===== config.mk =====
export PLATFORM = sky130hd
export DESIGN_NAME = clock_display
export DESIGN_NICKNAME = d
export VERILOG_FILES = /design/src/rtl/clock_display.sv
export SDC_FILE = /design/constraint.sdc
export NUM_CORES = 1
export LEC_CHECK = 0
export CORE_UTILIZATION = 45
export CTS_BUF_LIST = sky130_fd_sc_hd__clkbuf_4
export DETAILED_ROUTE_END_ITERATION = 10
export PLACE_DENSITY_LB_ADDON = 0.1
export SKIP_CTS_REPAIR_TIMING = 1
export SLEW_MARGIN = 20
export SYNTH_ARGS = -nofsm -noshare
export SYNTH_HDL_FRONTEND = slang
export SYNTH_SLANG_ARGS = --single-unit

===== constraint.sdc =====
create_clock -name i_clk -period 4.3 [get_ports i_clk]
set_input_delay 0.43 -clock i_clk [delete_from_list [all_inputs] [get_ports i_clk]]
set_output_delay 0.43 -clock i_clk [all_outputs]
set_load 0.02 [all_outputs]

===== src/rtl/clock_display.sv =====
// Six-digit multiplexed 7-segment driver for hh.mm.ss with frame-aligned snapshots.
// Optional field blinking during set mode is built when DISPLAY_BLINK_EN is defined.
module clock_display #(
   parameter int SCAN_DIV  = 1000,
   parameter int BLINK_DIV = 50
) (
   input  logic       i_clk,
   input  logic       i_reset,
   input  logic [5:0] i_count_h,
   input  logic [5:0] i_count_m,
   input  logic [5:0] i_count_s,
   input  logic       i_set,
   input  logic       i_hour,
   input  logic       i_min,
   input  logic       i_sec,
   output logic [7:0] o_seg,
   output logic [5:0] o_com
);

   localparam int SW = $clog2(SCAN_DIV);

   logic [SW-1:0] scan_q, scan_d;
   logic [2:0]    idx_q, idx_d;
   logic [5:0]    snap_h_q, snap_h_d;
   logic [5:0]    snap_m_q, snap_m_d;
   logic [5:0]    snap_s_q, snap_s_d;
   logic [7:0]    seg_q, seg_d;
   logic [5:0]    com_q, com_d;
   logic          scan_tick, frame_tick;
   logic [5:0]    field_val;
   logic [7:0]    bcd;
   logic [3:0]    digit;
   logic          blank;

   // Binary to two BCD digits by compare chain; 60..63 yield tens digit 6.
   function automatic logic [7:0] to_bcd(input logic [5:0] v);
      logic [3:0] t;
      logic [3:0] r;
      if (v >= 6'd60)      begin t = 4'd6; r = 4'(v - 6'd60); end
      else if (v >= 6'd50) begin t = 4'd5; r = 4'(v - 6'd50); end
      else if (v >= 6'd40) begin t = 4'd4; r = 4'(v - 6'd40); end
      else if (v >= 6'd30) begin t = 4'd3; r = 4'(v - 6'd30); end
      else if (v >= 6'd20) begin t = 4'd2; r = 4'(v - 6'd20); end
      else if (v >= 6'd10) begin t = 4'd1; r = 4'(v - 6'd10); end
      else                 begin t = 4'd0; r = v[3:0];       end
      return {t, r};
   endfunction

   function automatic logic [6:0] seg7(input logic [3:0] d);
      logic [6:0] s;
      case (d)
         4'd0:    s = 7'h3F;
         4'd1:    s = 7'h06;
         4'd2:    s = 7'h5B;
         4'd3:    s = 7'h4F;
         4'd4:    s = 7'h66;
         4'd5:    s = 7'h6D;
         4'd6:    s = 7'h7D;
         4'd7:    s = 7'h07;
         4'd8:    s = 7'h7F;
         4'd9:    s = 7'h6F;
         default: s = 7'h00;
      endcase
      return s;
   endfunction

   assign scan_tick  = (scan_q == SW'(SCAN_DIV - 1));
   assign frame_tick = scan_tick && (idx_q == 3'd5);

   always_comb begin
      scan_d   = scan_tick ? '0 : scan_q + 1'b1;
      idx_d    = idx_q;
      snap_h_d = snap_h_q;
      snap_m_d = snap_m_q;
      snap_s_d = snap_s_q;
      if (scan_tick)
         idx_d = (idx_q == 3'd5) ? 3'd0 : idx_q + 3'd1;
      // Snapshot only at the frame boundary so one frame never mixes two times.
      if (frame_tick) begin
         snap_h_d = i_count_h;
         snap_m_d = i_count_m;
         snap_s_d = i_count_s;
      end
   end

`ifdef DISPLAY_BLINK_EN
   localparam int BW = $clog2(BLINK_DIV + 1);

   logic [BW-1:0] blink_q, blink_d;
   logic          phase_q, phase_d;
   logic          field_sel;

   always_comb begin
      blink_d = blink_q;
      phase_d = phase_q;
      if (frame_tick) begin
         if (blink_q == BW'(BLINK_DIV - 1)) begin
            blink_d = '0;
            phase_d = ~phase_q;
         end else begin
            blink_d = blink_q + 1'b1;
         end
      end
   end

   always_comb begin
      case (idx_q[2:1])
         2'd0:    field_sel = i_hour;
         2'd1:    field_sel = i_min;
         default: field_sel = i_sec;
      endcase
      blank = i_set && phase_q && field_sel;
   end

   always_ff @(posedge i_clk) begin
      if (!i_reset) begin
         blink_q <= '0;
         phase_q <= 1'b0;
      end else begin
         blink_q <= blink_d;
         phase_q <= phase_d;
      end
   end
`else
   logic unused_set_inputs;
   localparam int unused_blink_div = BLINK_DIV;
   assign unused_set_inputs = ^{i_set, i_hour, i_min, i_sec};
   assign blank             = 1'b0;
`endif

   always_comb begin
      case (idx_q[2:1])
         2'd0:    field_val = snap_h_q;
         2'd1:    field_val = snap_m_q;
         default: field_val = snap_s_q;
      endcase
      bcd   = to_bcd(field_val);
      digit = idx_q[0] ? bcd[3:0] : bcd[7:4];
      // dp separates hh.mm.ss and is never blanked.
      seg_d = {(idx_q == 3'd1) || (idx_q == 3'd3), blank ? 7'h00 : seg7(digit)};
      com_d = 6'b000001 << idx_q;
   end

   always_ff @(posedge i_clk) begin
      if (!i_reset) begin
         scan_q   <= '0;
         idx_q    <= 3'd0;
         snap_h_q <= 6'd0;
         snap_m_q <= 6'd0;
         snap_s_q <= 6'd0;
         seg_q    <= 8'h00;
         com_q    <= 6'b000000;
      end else begin
         scan_q   <= scan_d;
         idx_q    <= idx_d;
         snap_h_q <= snap_h_d;
         snap_m_q <= snap_m_d;
         snap_s_q <= snap_s_d;
         seg_q    <= seg_d;
         com_q    <= com_d;
      end
   end

   assign o_seg = seg_q;
   assign o_com = com_q;

endmodule


Word level (Yosys, flattened, before mapping)
Memory sizes are Yosys's and may differ from the RTL's. A register that Yosys moved wholly into a read port is not among the register bits.
Index checks and enable logic that the tools add are counted.
- add/subtract/negate cells: 8
- reduce and logical (&&, ||, !) cells: 5
- eq/ne operators: 5
- bitwise logic cells: 1
- shift operators: 1
- order comparisons: 6
- mux-type cells: 15
- operator list (cell ; number):
    $mux 4 ; 7
    $ge 6x6->1 const B ; 3
    $sub 4x4->4 const B ; 4
    $ge 6x5->1 const B ; 2
    $mux 3 ; 4
    $pmux 6 s2 ; 1
    $add 10x1->10 const B ; 1
    $eq 10x10->1 const B ; 1
    $ge 6x4->1 const B ; 1
    $shl 1x3->6 const A ; 1
    $mux 2 ; 2
    $sub 4x2->4 const B ; 1
    $sub 4x3->4 const B ; 1
    $add 3x1->3 const B ; 1
    $eq 3x1->1 const B ; 1
    $eq 3x2->1 const B ; 1
    $eq 3x3->1 const B ; 1
    $eq 2x1->1 const B ; 1
    $logic_not 2->1 ; 1
    $reduce_or 2->1 ; 1
    $logic_and 1x1->1 ; 1
    $logic_not 1->1 ; 1
    $logic_or 1x1->1 ; 1
    $mux 1 ; 1
    $not 1->1 ; 1
- output and inout bits: 14
- memory bits (read-only): 112
- memories: 1
- input bits: 24
- bits in registers: 45
- memories (memory ; depth ; bits a word ; read ports ; clocked after Yosys merged registers in ; wr ports ; RTL line ; text):
    (name not given) ; 16 ; 7 ; 1 ; 1 ; 0 ; 51 ; case (d)

Depth between registers and ports, before layout
Gate-level depths: netlist (run 1).
- depth after elaboration: 10
- mapped depth: 16
- mapped depth without buffers: 15

Worst setup path after synthesis (run 1)
OpenSTA, ideal clock, no wires.
- path type: register to register
- start: register idx_q[1]
- end: register seg_q[3], in the netlist o_seg[3]
- cell stages (with the launch flop): 17
- required time: 4.180 ns
- arrival time: 3.321 ns
- path slack: 0.860 ns
- buffers on the path: 1
- path through: dfxtp_1 > buf_6 > mux2_4 > o21ai_4 > inv_4 > ha_1 > or2_2 > o22ai_1 > o211a_1 > o21bai_1 > a211oi_1 > o311a_2 > inv_1 > ha_1 > inv_1 > nor3_1 > o31a_1
- word-level cells in the longest chain between the ends: 10
- ends and longest elaborated chain (element ; RTL line ; text):
    start: declaration ; 23 ; logic [2:0] idx_q, idx_d;
    start signal: assignment ; 155 ; idx_q <= idx_d;
    $eq 2x1->1 or $logic_not 2->1 (tied branches) ; 132 ; case (idx_q[2:1])
    $pmux 6 s2 * ; 132 ;
    $ge 6x4->1 or $sub 4x4->4 (tied branches) ; 44 ; else if (v >= 6'd10) begin t = 4'd1; r = 4'(v - 6'd10); end
    $mux 1 or $mux 4 (tied branches) ; 44 ;
    $mux 2 or $mux 4 (tied branches) ; 43 ; else if (v >= 6'd20) begin t = 4'd2; r = 4'(v - 6'd20); end
    $mux 2 or $mux 4 (tied branches) ; 42 ; else if (v >= 6'd30) begin t = 4'd3; r = 4'(v - 6'd30); end
    $mux 3 or $mux 4 (tied branches) ; 41 ; else if (v >= 6'd40) begin t = 4'd4; r = 4'(v - 6'd40); end
    $mux 3 or $mux 4 (tied branches) ; 40 ; else if (v >= 6'd50) begin t = 4'd5; r = 4'(v - 6'd50); end
    $mux 3 or $mux 4 (tied branches) ; 39 ; if (v >= 6'd60) begin t = 4'd6; r = 4'(v - 6'd60); end
    $mux 4 * ; 138 ; digit = idx_q[0] ? bcd[3:0] : bcd[7:4];
    end: declaration ; 27 ; logic [7:0] seg_q, seg_d;
Every way passes the cells marked *; elsewhere a longest branch is shown, timed or not.
A chain may end at the register's enable or synchronous reset.

Worst setup path after layout (run 1)
Ends and elaborated chain as after synthesis.

==> metrics.csv, run 1 <==
metric,value,unit
status,"finished, final reports clean",
dpl.hpwl,3663,µm
rsz0062_at_grt,false,
endpoint_kind,flop,
syn_avg_cell_area,8.381,µm²
leakagePower,0.001033,µW
die-area,5851,µm²
final-hold-violation-count,0,
timing.rr.start,idx_q[1],
crit_required,4.56,ns
yosys.area.top_type,dfxtp_1,
dr.pass1.iters,4,
crit_arrival,4.12,ns
yosys.area_share.simple,21.49,%
routedWlPerCell,13.00,µm
hp-start,scan_q[0],
maxSlewHeadroom,39.34,%
grt_max_degree,30,
routed-via-count,2166,
ir_worst_vdd,0.1346,mV
chipWidth,76.50,µm
final_net_count,364,
grt_pass1_vias,1931,
netlist_top_cells_count,"nand2_1 (47), dfxtp_1 (45), a21oi_1 (29)",
grt_use_total,18.77,%
cts-root-buf,clkbuf_4,
yosysUniqueCellTypes,61,
r2r_cells,15,
synth_area,2497,µm²
port_buffers,33,
clkPwrFrac,31.1,%
power_density,231.5,nW/µm²
drt_iter0_drc,214,
clk_latency,0.35,ns
max_stage_delay,0.51,ns
swShare,22.51,%
synthMuxAreaShare,4.158,%
holdWs,0.4488,ns
tritoncts,done,
synth.net_count,336,
p_switching,152.6,µW
min_period,3.861,ns
start_kind,flop,
slew_viol_final,0,
fp.dieH,76.50,µm
skew,0.01107,ns
syn_inst,298,
synth_edf_count,0,
cts.htree.levels,2,
fin_util,55.92,%
fmax,259.0,MHz
synthArstFlopShare,0,%
worstPathCellList,mux2_4 -> o21ai_4 -> inv_4 -> ha_1 -> or2_2 -> o22ai_1 -> o211a_1 -> o21bai_1 -> a211oi_1 -> o311a_2 -> inv_1 -> ha_1 -> inv_1 -> nor3_1 -> o31a_1,
path_clk_slew,0.13,ns
timing.critical_path.buf_inv,3,
critPathKind,flop to flop,
pin_count,38,
overflow,0,
start_util,47.68,%
setup_viol,0,
vias_per_cell,5.456,
antenna_left,0,
cts_inserted_buffers,5,
cp_top_family,compound AO/OA/AOI/OAI gates,
synthAdderAreaFrac,7.014,%
grt_pass1_wl,9011,µm
synth-compound-area-share,23.25,%
pwr-share-seq,62.7,%
rr_endpoint,o_seg[3],
final_layout_size_suffix_gt1_share,8.257,%
cts_sinks,45,
finalSetupTns,0,ns
p_int,525.3,µW
whs_path_depth,1,
min_to,scan_q[0],
max_cap_violations,0,
crit_slowest_cell,dfxtp_1,
clock_path_buffers,2,
core,5238,µm²
ys_ff_latch,45,
antenna_found_initial,0,
tightest_slew,0.9089,ns
routed_wl,5161,µm
drc,0,
synthTopCellsByArea,"dfxtp_1 (36%), nand2_1 (7.1%), ha_1 (7.0%)",
synth_warnings,0,
pwr-share-comb,6.2,%
ys.flop_type,dfxtp_1,
synth_top_family_by_area,compound AO/OA/AOI/OAI gates,
synth_top_area_share,36.07,%
path_max_fanout,7,
syn_to_final_growth,17.28,%
antenna_cells,0,
synthMostInstantiatedCell,nand2_1,
rrSetupSlack,0.44,ns
yosys.area_share.xor_xnor,2.806,%
rows,26,
seq_area_frac_synth,36.07,%
fin_crit_sh,89.79,%
gp_congestion,0.8756,
holdCritPathClass,flop to flop,
-- flip-flops by register name (all words and copies together), names as in the netlist --
signal    flops
idx_q         3
o_com         6
o_seg         8
scan_q       10
snap_h_q      6
snap_m_q      6
snap_s_q      6
-- power by group through the flow --
stage / Sequential [µW] / Combinational [µW] / Clock, µW
3_5_place_dp: 434 / 42.5 / 0
6_report: 425 / 42.3 / 211
2_1_floorplan: 439 / 11.4 / 0
3_3_place_gp: 434 / 42.3 / 0
4_1_cts: 425 / 42.8 / 219
5_1_grt: 426 / 46.2 / 235
-- area by class of cell --
type / instances / area [µm²]
repair buffers: 37 / 360.3
clock inverters: 1 / 7.507
clock buffers: 7 / 52.55
multi-input cells: 224 / 1469
flip-flops and latches: 45 / 900.9
inverters: 13 / 51.30
well taps: 70 / 87.58
fillers: 502 / 2308
-- how the worst max path moves through the flow --
stage	start	end	slack [ns]	cells past startpoint
after global routing	idx_q[1]	o_seg[3]	0.22	15
after CTS	idx_q[1]	o_seg[3]	0.46	15
after global placement	idx_q[1]	o_seg[3]	0.52	15
final	idx_q[1]	o_seg[3]	0.44	15
after floorplan	idx_q[1]	o_seg[3]	0.86	16
after detailed placement	idx_q[1]	o_seg[3]	0.49	15
-- routing by layer --
metal	wire (µm)	global-route usage, %	vias up
met5	0	0	-
met4	51	5.769	0
met2	2337	29.37	46
li1	-	-	1122
met1	2572	26.20	993
met3	201	3.234	5
-- cell usage in the layout (no fill, tap or decap), types with 2 or more instances in the layout --
cell             Yosys  final
a31oi_1              3      3
nand2b_1             4      4
mux2i_1              4      4
nor2_1              13     13
clkdlybuf4s50_1      0     33
o22ai_1              2      2
inv_1               10     10
and3_1               4      4
or3_1                3      3
buf_4                2      4
nor4_1               8      8
clkbuf_4             0      7
o21ai_1              1      2
xor2_1               3      3
o21ai_0             10      9
mux2_4               2      2
a21o_1               2      2
nand2_1             47     47
o31a_1               3      3
ha_1                14     14
mux2_2               2      2
a311o_1              3      3
o211a_1              3      3
a22o_1               2      2
o21a_1               6      6
nand3_1              7      7
xnor2_1              5      5
and2_1               2      2
o211ai_1             5      5
nor3_1              11     11
dfxtp_1             45     45
o221ai_1             2      2
a21oi_1             29     29
nand4_1              2      2
or2_2                2      2
-- logic make-up (layout without fill, tap and decap cells) --
logic type	count (synthesis)	after routing
fa+ha+maj	14	14
compound gates	83	83
flops	45	45
buf+inv	29	58
mux	9	9
simple gates	110	110
xor+xnor	8	8
-- per-stage QoR --
stage          total power (µW)  instance area, µm²  cells  setup slack (ns)
6_report                  678.0                2929    397            0.4392
5_1_grt                   706.9                2929    397            0.2177
4_1_cts                   686.8                2929    397            0.4591
3_5_place_dp              476.9                2869    389            0.4904
3_3_place_gp              476.7                2867    389            0.5220
2_1_floorplan             450.1                2497    298            0.8596
No activity file was read; power rests on OpenSTA's default activity.
==> run 2: changes to the inputs <==
CORE_ASPECT_RATIO = 0.7   (was default)
==> metrics.csv, run 2 (synthesis results as in run 1) <==
metric,value,unit,change
grt-busiest-layer,met2,,
antenna_left,0,,unchanged
fp.dieH,64.33,µm,-16%
multi_input_area,1466,µm²,-0.17%
port_buffers,33,,unchanged
largest_register_ffs,10,,unchanged
path_clk_slew,0.14,ns,about the same
dpl.hpwl,3812,µm,+4.1%
cts.htree.levels,2,,unchanged
use_met2,30.02,%,+0.65 points
grt_max_degree,30,,unchanged
critPathKind,flop to flop,,
p_int,569.5,µW,+8.4%
pwr-share-seq,58.4,%,-4.3 points
pwr-share-comb,5.7,%,-0.5 points
die-area,5857,µm²,about the same
worst_slack,0.4573,ns,+0.01803 ns
final_net_count,363,,-0.27%
final_layout_size_suffix_gt1_share,7.385,%,-0.87 points
routedWlPerCell,13.05,µm,+0.41%
path_max_fanout,14,,+7
grt_pass1_vias,2033,,+5.3%
swShare,21.74,%,-0.77 points
regMostFlops,scan_q,,
dr.pass1.iters,4,,unchanged
whs_path_depth,1,,unchanged
tightest_slew,1.170,ns,+0.2608 ns
rsz0062_at_grt,false,,
holdWs,0.4505,ns,+0.001648 ns
grt_pass1_wl,9342,µm,+3.7%
fmax,260.2,MHz,+0.47%
final_cell_mix,"nand2_1 (47), dfxtp_1 (45), clkdlybuf4s50_1 (33)",,
final_common_cell,nand2_1,,
endpoint_kind,flop,,
r2r_cells,15,,unchanged
holdCritPathClass,flop to flop,,
slew_viol_final,0,,unchanged
setup_viol,0,,unchanged
filler_cell_count,505,,+0.60%
leakagePower,0.001036,µW,+0.34%
seqCellArea,900.9,µm²,unchanged
overflow,0,,unchanged
clkPwrFrac,35.9,%,+4.8 points
power,727.7,µW,+7.3%
drt_iter0_drc,107,,-50%
antenna_found_initial,0,,unchanged
crit_required,4.56,ns,about the same
start_util,47.25,%,-0.43 points
fin_util,55.59,%,-0.34 points
core,5285,µm²,+0.91%
maxSlewHeadroom,21.20,%,-18 points
pin_count,38,,unchanged
clk_latency,0.36,ns,about the same
finalSetupTns,0,ns,unchanged
fin_crit_sh,89.37,%,-0.42 points
tritoncts,done,,
crit_arrival,4.10,ns,-0.02 ns
use_met3,3.452,%,+0.22 points
gp_congestion,0.9017,,+3.0%
p_switching,158.2,µW,+3.7%
power_density,247.7,nW/µm²,+7.0%
routed-via-count,2153,,-0.60%
rows,22,,-15%
drc,0,,unchanged
min_period,3.843,ns,-0.01803 ns
dp_slack,0.4547,ns,-0.03574 ns
use_met1,28.80,%,+2.6 points
cts_inserted_buffers,5,,unchanged
syn_to_final_growth,17.64,%,
final-hold-violation-count,0,,unchanged
antenna_cells,0,,unchanged
clock_path_buffers,2,,unchanged
chipWidth,91.04,µm,+19%
ir_worst_vdd,0.1321,mV,-1.9%
start_kind,flop,,
cts-root-buf,clkbuf_4,,
skew,0.007043,ns,-0.004025 ns
cts_sinks,45,,unchanged
routed_wl,5182,µm,+0.41%
grt_use_total,19.73,%,+0.95 points
vias_per_cell,5.423,,-0.60%
status,"finished, final reports clean",,
max_cap_violations,0,,unchanged
==> run 2: cell types whose count changed in the layout (fill, tap and decap cells not counted), sizes merged <==
cell      before  now
buf            4    3
clkinvlp       1    0
inv           12   13
clkbuf         7    5
bufinv         0    1
==> run 2: routing by layer <==
layer | wire [µm] | share of wire, %
met5 | 0 | 0
met1 | 2742 | 53
met2 | 2186 | 42
met3 | 228 | 4.4
met4 | 25 | 0.48
==> run 2: through the flow <==
stage                     instances  area, µm²
final                           397       2938
after global routing            397       2938
after CTS                       397       2938
after detailed placement        390       2861
after global placement          390       2861
after floorplan                 298       2497
==> run 2: area by class of cell <==
| type | instances | area share (%) |
|---|---|---|
| Timing Repair Buffer | 36 | 12.01 |
| Multi-Input combinational cell | 224 | 49.91 |
| Clock buffer | 5 | 1.278 |
| Tap cell | 72 | 3.066 |
| Inverter | 13 | 1.746 |
| Clock inverter | 2 | 1.320 |
| Sequential cell | 45 | 30.66 |
==> run 2: final timing paths <==
check,to,start,slack (ns)
max,o_seg[3],idx_q[1],0.46
min,scan_q[0],scan_q[0],0.45
max reg2reg,o_seg[3],idx_q[1],0.46
min reg2reg,scan_q[0],scan_q[0],0.45
==> run 2: power by group through the flow <==
stage | Clock (µW) | Combinational (µW) | Sequential [µW]
floorplan | 0 | 11.4 | 439
global placement | 0 | 41.7 | 434
detailed placement | 0 | 42.1 | 434
CTS | 271 | 42.2 | 425
global route | 289 | 46.5 | 426
finish | 261 | 41.6 | 425
==> run 2: critical path: stages (launching register included) <==
cell	delay [ns]
dfxtp_1	0.40
buf_4	0.22
mux2i_1	0.29
o21ai_2	0.20
ha_1	0.32
or2_2	0.29
o22ai_1	0.22
o211a_1	0.25
o21bai_1	0.15
a211oi_1	0.12
o311a_2	0.46
inv_1	0.13
ha_1	0.26
inv_1	0.07
nor3_1	0.05
o31a_1	0.30
==> run 3: changes to the inputs <==
GPL_ROUTABILITY_DRIVEN = 0   (was default)
==> results of run 3 <==
No change in the layout: final DEF, timing and power equal those of run 2.
